### src/rtl/sram_arb_pkg.sv
// Shared definitions for the SRAM arbiter: default widths, port ids and
// the in-flight access record carried alongside the SRAM pipeline.
package sram_arb_pkg;

  localparam int DEF_ADDR_W  = 20;
  localparam int DEF_DATA_W  = 32;
  localparam int DEF_LATENCY = 2;

  localparam logic PORT_CPU = 1'b0;
  localparam logic PORT_LDR = 1'b1;

  // One accepted access travelling towards its data cycle
  typedef struct packed {
    logic                  valid;
    logic                  port;
    logic                  we;
    logic [DEF_DATA_W-1:0] wdata;
  } pipe_entry_t;

endpackage

### src/rtl/sram_pipe_tracker.sv
// Shift register that follows each accepted access from its address cycle
// to its data cycle, so write data and read responses line up with the SRAM.
module sram_pipe_tracker
  import sram_arb_pkg::*;
#(
  parameter int LATENCY = DEF_LATENCY
) (
  input  logic        clk,
  input  logic        reset,
  input  pipe_entry_t push_entry,
  output pipe_entry_t wr_entry,
  output pipe_entry_t rsp_entry
);

  pipe_entry_t stage [LATENCY+1];

  // Advance every cycle; reset drops everything still in flight
  always_ff @(posedge clk) begin
    if (reset) begin
      for (int i = 0; i <= LATENCY; i++) begin
        stage[i] <= '0;
      end
    end else begin
      stage[0] <= push_entry;
      for (int i = 1; i <= LATENCY; i++) begin
        stage[i] <= stage[i-1];
      end
    end
  end

  // Stage 0 is the address cycle, so the last stage is the SRAM data cycle:
  // writes drive ZD there and reads sample ZD at its closing edge.
  assign wr_entry  = stage[LATENCY];
  assign rsp_entry = stage[LATENCY];

endmodule

### src/rtl/sram_arbiter.sv
// Two-port arbiter in front of the ZBT SRAM: CPU and RS-232C loader share
// one access per cycle, round-robin on ties, with read data routed back to
// the requester that issued it.
module sram_arbiter
  import sram_arb_pkg::*;
#(
  parameter int ADDR_W  = DEF_ADDR_W,
  parameter int DATA_W  = DEF_DATA_W,
  parameter int LATENCY = DEF_LATENCY
) (
  input  logic              clk,
  input  logic              reset,
  input  logic              c_req,
  input  logic              c_we,
  input  logic [ADDR_W-1:0] c_addr,
  input  logic [DATA_W-1:0] c_wdata,
  output logic              c_gnt,
  output logic              c_rvalid,
  output logic [DATA_W-1:0] c_rdata,
  input  logic              l_req,
  input  logic              l_we,
  input  logic [ADDR_W-1:0] l_addr,
  input  logic [DATA_W-1:0] l_wdata,
  output logic              l_gnt,
  output logic              l_rvalid,
  output logic [DATA_W-1:0] l_rdata,
  output logic [ADDR_W-1:0] sram_addr,
  output logic              sram_ce_n,
  output logic              sram_we_n,
  output logic [DATA_W-1:0] sram_wdata,
  output logic              sram_oe,
  input  logic [DATA_W-1:0] sram_rdata
);

  logic              ldr_pri;
  logic              grant_c;
  logic              grant_l;
  logic              accept;
  logic [ADDR_W-1:0] acc_addr;
  pipe_entry_t       push_entry;
  pipe_entry_t       wr_entry;
  pipe_entry_t       rsp_entry;

  // Grant: a lone requester wins; on a tie ldr_pri picks the loader
  always_comb begin
    grant_c = 1'b0;
    grant_l = 1'b0;
    if (!reset) begin
      if (c_req && l_req) begin
        grant_l = ldr_pri;
        grant_c = ~ldr_pri;
      end else begin
        grant_c = c_req;
        grant_l = l_req;
      end
    end
  end

  assign accept = grant_c | grant_l;
  assign c_gnt  = grant_c;
  assign l_gnt  = grant_l;

  // Select the accepted request's fields for the address phase and pipeline
  always_comb begin
    push_entry = '0;
    acc_addr   = c_addr;
    if (grant_l) begin
      push_entry.valid = 1'b1;
      push_entry.port  = PORT_LDR;
      push_entry.we    = l_we;
      push_entry.wdata = l_wdata;
      acc_addr         = l_addr;
    end else if (grant_c) begin
      push_entry.valid = 1'b1;
      push_entry.port  = PORT_CPU;
      push_entry.we    = c_we;
      push_entry.wdata = c_wdata;
      acc_addr         = c_addr;
    end
  end

  // Round-robin pointer: after an accept the other port gets the next tie
  always_ff @(posedge clk) begin
    if (reset) begin
      ldr_pri <= 1'b1;
    end else if (accept) begin
      ldr_pri <= grant_c;
    end
  end

  // Address phase registers; idle cycles deselect but keep the last address
  always_ff @(posedge clk) begin
    if (reset) begin
      sram_addr <= '0;
      sram_ce_n <= 1'b1;
      sram_we_n <= 1'b1;
    end else if (accept) begin
      sram_addr <= acc_addr;
      sram_ce_n <= 1'b0;
      sram_we_n <= ~push_entry.we;
    end else begin
      sram_ce_n <= 1'b1;
      sram_we_n <= 1'b1;
    end
  end

  sram_pipe_tracker #(
    .LATENCY (LATENCY)
  ) u_tracker (
    .clk        (clk),
    .reset      (reset),
    .push_entry (push_entry),
    .wr_entry   (wr_entry),
    .rsp_entry  (rsp_entry)
  );

  assign sram_oe    = wr_entry.valid & wr_entry.we;
  assign sram_wdata = sram_oe ? wr_entry.wdata : '0;

  // Capture read data at the end of the data cycle and pulse the issuing port
  always_ff @(posedge clk) begin
    if (reset) begin
      c_rvalid <= 1'b0;
      l_rvalid <= 1'b0;
      c_rdata  <= '0;
      l_rdata  <= '0;
    end else begin
      c_rvalid <= 1'b0;
      l_rvalid <= 1'b0;
      if (rsp_entry.valid && !rsp_entry.we) begin
        if (rsp_entry.port == PORT_LDR) begin
          l_rvalid <= 1'b1;
          l_rdata  <= sram_rdata;
        end else begin
          c_rvalid <= 1'b1;
          c_rdata  <= sram_rdata;
        end
      end
    end
  end

endmodule

### config.mk
export PLATFORM = sky130hd
export DESIGN_NAME = sram_arbiter
export DESIGN_NICKNAME = d
export VERILOG_FILES = /design/src/rtl/sram_arb_pkg.sv /design/src/rtl/sram_pipe_tracker.sv /design/src/rtl/sram_arbiter.sv
export SDC_FILE = /design/constraint.sdc
export NUM_CORES = 1
export LEC_CHECK = 0
export ABC_AREA = 1
export CAP_MARGIN = 20
export CORE_MARGIN = 3
export CORE_UTILIZATION = 47
export DETAILED_ROUTE_END_ITERATION = 8
export PLACE_DENSITY = 0.87
export SLEW_MARGIN = 10
export SYNTH_ARGS = -nofsm -noshare
export SYNTH_HDL_FRONTEND = slang
export SYNTH_SLANG_ARGS = --single-unit
### constraint.sdc
create_clock -name clk -period 2.7 [get_ports clk]
set_input_delay 0.54 -clock clk [delete_from_list [all_inputs] [get_ports clk]]
set_output_delay 0.54 -clock clk [all_outputs]
set_load 0.02 [all_outputs]
==> reports/results.tsv <==
stage	metric	value	unit
place	place_inst	1240	
hold_path	hp-class	reg -> reg	
sta	slew_headroom	50.4	%
global_route	gr-usage-met3	5.81	%
sta	rsz0062_at_grt	false	
synthesis	ys_ff_latch	194	
finish	final_nets	1221	
finish	multi_input_area	2020	µm²
synthesis	postSynthAreaPerCell	8.13	µm²
global_route	grt_max_degree	76	
place	dp_hpwl	12.3	mm
routing	via_per_inst	4.72	
floorplanning	coreArea	14000	µm²
critical_path	worstPathArrival	2.06	ns
global_route	grt-ovfl-total	0	
routing	dr.pass1.iters	5	
clock_tree	clock_path_buffers	2	
floorplanning	fp.dieH	126	µm
synthesis	ys_types	20	
critical_path	crit_chain	clkdlybuf4s50_1, nand2_1, nand3_2, inv_2, clkdlybuf4s50_1	
clock_tree	cts.clk_slew.worst_paths	0.07	ns
floorplanning	pin_count	265	
critical_path	slowest_delay	0.65	ns
clock_tree	cts_htree_levels	4	
critical_path	cp_num_buf_inv	3	
clock_tree	cts_tree	built	
finish	n_fill_cell	1075	
floorplanning	dieArea	16000	µm²
sta	finalSetupViolations	0	
routing	drt_iter0_markers	306	
synthesis	yosys_warnings	0	
sta	tns	0	ns
place	dp_slack	0.0967	ns
finish	area_delta_synth_final	48.2	%
clock_tree	ctsResizeCount	0	
critical_path	endpoint_kind	output pin	
floorplanning	die_x	126	µm
floorplanning	num_rows	43	
pwr	p_per_area	608	nW/µm²
critical_path	path_max_fanout	4	
global_route	top_usage_layer	met2	
sta	drv_slew	0	
routing	wl_per_cell	13.8	µm
routing	drc	0	
critical_path	crit_family	buffers and inverters	
sta	finalCritPeriodShare	96.2	%
routing	drt_wl_total	17.6	mm
clock_tree	hold_buffers	0	
critical_path	startpoint_type	primary input	
finish	seq_area	3880	µm²
critical_path	critical-path-slowest-cell	clkdlybuf4s50_1	
critical_path	path_common_cell	clkdlybuf4s50_1	
pwr	ir_worst_vdd	423	µV
sta	finalCriticalPeriod	2.60	ns
pwr	leakagePower	3.95	nW
clock_tree	clock_sinks	194	
sta	finalHoldViolCount	0	
synthesis	syn_inst	837	
clock_tree	cts_root_buf	clkbuf_16	
global_route	grt_pass1_wl	27.8	mm
synthesis	syn_nets	979	
sta	setup_slack	0.103	ns
run_status	outcome	completed	
flow_run	maxCapViolCount	0	
clock_tree	numCtsBuffers	17	
synthesis	syn_area	6810	µm²
global_route	grt_pass1_vias	5735	
finish	fin_cells	1272	
floorplanning	start_util	48.5	%
sta	tightest_slew	0.743	ns
critical_path	worstSetupPathType	in -> out	
clock_tree	cts_setup_buffers	0	
clock_tree	insertion_delay	0.42	ns
synthesis	seq_area_frac_synth	57.1	%
global_route	grt.total_usage	21.5	%
finish	drive_gt1_share	4.67	%
sta	fmax	385	MHz
global_route	met1_usage	24.0	%
routing	ant_nets	0	
global_route	gr-usage-met2	39.0	%
global_route	antenna_found_initial	0	
routing	vias	6002	
place	numPortBuffers	264	
place	place.gp.congestion	0.840	
finish	antenna_cells	0	
sta	finalClockSkew	0.00592	ns
critical_path	cp.required	2.16	ns
-- flip-flops by register name, indices dropped and copies added (netlist names) --
signal           count
u_tracker.stage    105
c_rdata             32
l_rdata             32
sram_addr           20
c_rvalid             1
l_rvalid             1
ldr_pri              1
sram_ce_n            1
sram_we_n            1
-- cell usage after synthesis --
cell type | number | area, µm²
dfxtp_1 | 194 | 3880
inv_1 | 175 | 657
nor2_1 | 144 | 541
a21oi_1 | 65 | 325
o21ai_0 | 65 | 325
nand2_1 | 58 | 218
clkbuf_1 | 35 | 131
a22o_1 | 32 | 280
nand4_1 | 22 | 138
nand3b_1 | 18 | 135
buf_2 | 12 | 60.1
buf_4 | 4 | 30.0
inv_2 | 3 | 11.3
nand3_1 | 3 | 15.0
nand3_2 | 2 | 20.0
buf_1 | 1 | 3.75
buf_6 | 1 | 11.3
inv_4 | 1 | 6.26
nand2_2 | 1 | 6.26
o211ai_1 | 1 | 7.51
-- stage by stage --
| stage | utilization [%] | area (µm²) | total power, mW | hold slack [ns] |
|---|---|---|---|---|
| after global placement | 67.8 | 9530 | 3.81 | 0.389 |
| after CTS | 71.8 | 10100 | 6.18 | 0.401 |
| final | 71.8 | 10100 | 6.13 | 0.396 |
| after floorplan | - | 6810 | 3.43 | 0.388 |
| after detailed placement | 67.8 | 9530 | 3.83 | 0.392 |
| after global routing | 71.8 | 10100 | 6.37 | 0.411 |
-- report_power, final --
| group | total (mW) | internal (mW) | switching [mW] |
|---|---|---|---|
| Combinational | 0.731 | 0.386 | 0.346 |
| Sequential | 3.04 | 2.99 | 0.0462 |
| Clock | 2.36 | 1.29 | 1.07 |
-- per-layer routing --
metal / wire (µm) / share of wire (%)
met1: 6810 / 39
met2: 9380 / 53
met3: 972 / 5.5
met4: 416 / 2.4
met5: 0 / 0
-- cell usage in the layout, fill, tap and decap left out, drive strengths merged --
master	count
a21oi	65
a22o	32
buf	13
bufinv	1
clkbuf	19
clkdlybuf4s50	263
clkinv	6
clkinvlp	1
dfxtp	194
inv	184
nand2	59
nand3	5
nand3b	18
nand4	22
nor2	144
o211ai	1
o21ai	65
-- layout make-up --
cell class                 instances  share of cell area (%)
sequential                       194                    38.5
timing repair buffer             276                    27.0
multi-input combinational        411                    20.0
inverter                         179                    6.69
clock buffer                      19                    4.29
tap                              180                    2.23
clock inverter                    13                    1.25
-- final timing paths --
check                                 to  cells past startpoint              startpoint  slack [ns]
setup / recovery                   c_gnt                      5                   l_req        0.10
hold / removal    u_tracker.stage[0][52]                      2  u_tracker.stage[0][17]        0.40
setup reg to reg           sram_addr[17]                      8                 ldr_pri        1.11
hold reg to reg   u_tracker.stage[0][52]                      2  u_tracker.stage[0][17]        0.40
-- logic make-up (layout without fill, tap and decap cells) --
kind of cell	after synthesis	in the layout	synth area share, %
DFF	194	194	57.1
and+or+nand+nor	248	248	15.8
AOI/OAI and AO/OA	163	163	13.8
buffers and inverters	232	487	13.4
-- worst reg2reg max path, cell delays in order (launching register included) --
cell and delay, ns:
dfxtp_1 0.31, inv_1 0.07, nand2_1 0.08, nand3_2 0.11, buf_4 0.35, nand2_2 0.15
inv_2 0.27, nor2_1 0.10, nor2_1 0.09
Power figures use the tool's default switching activity.
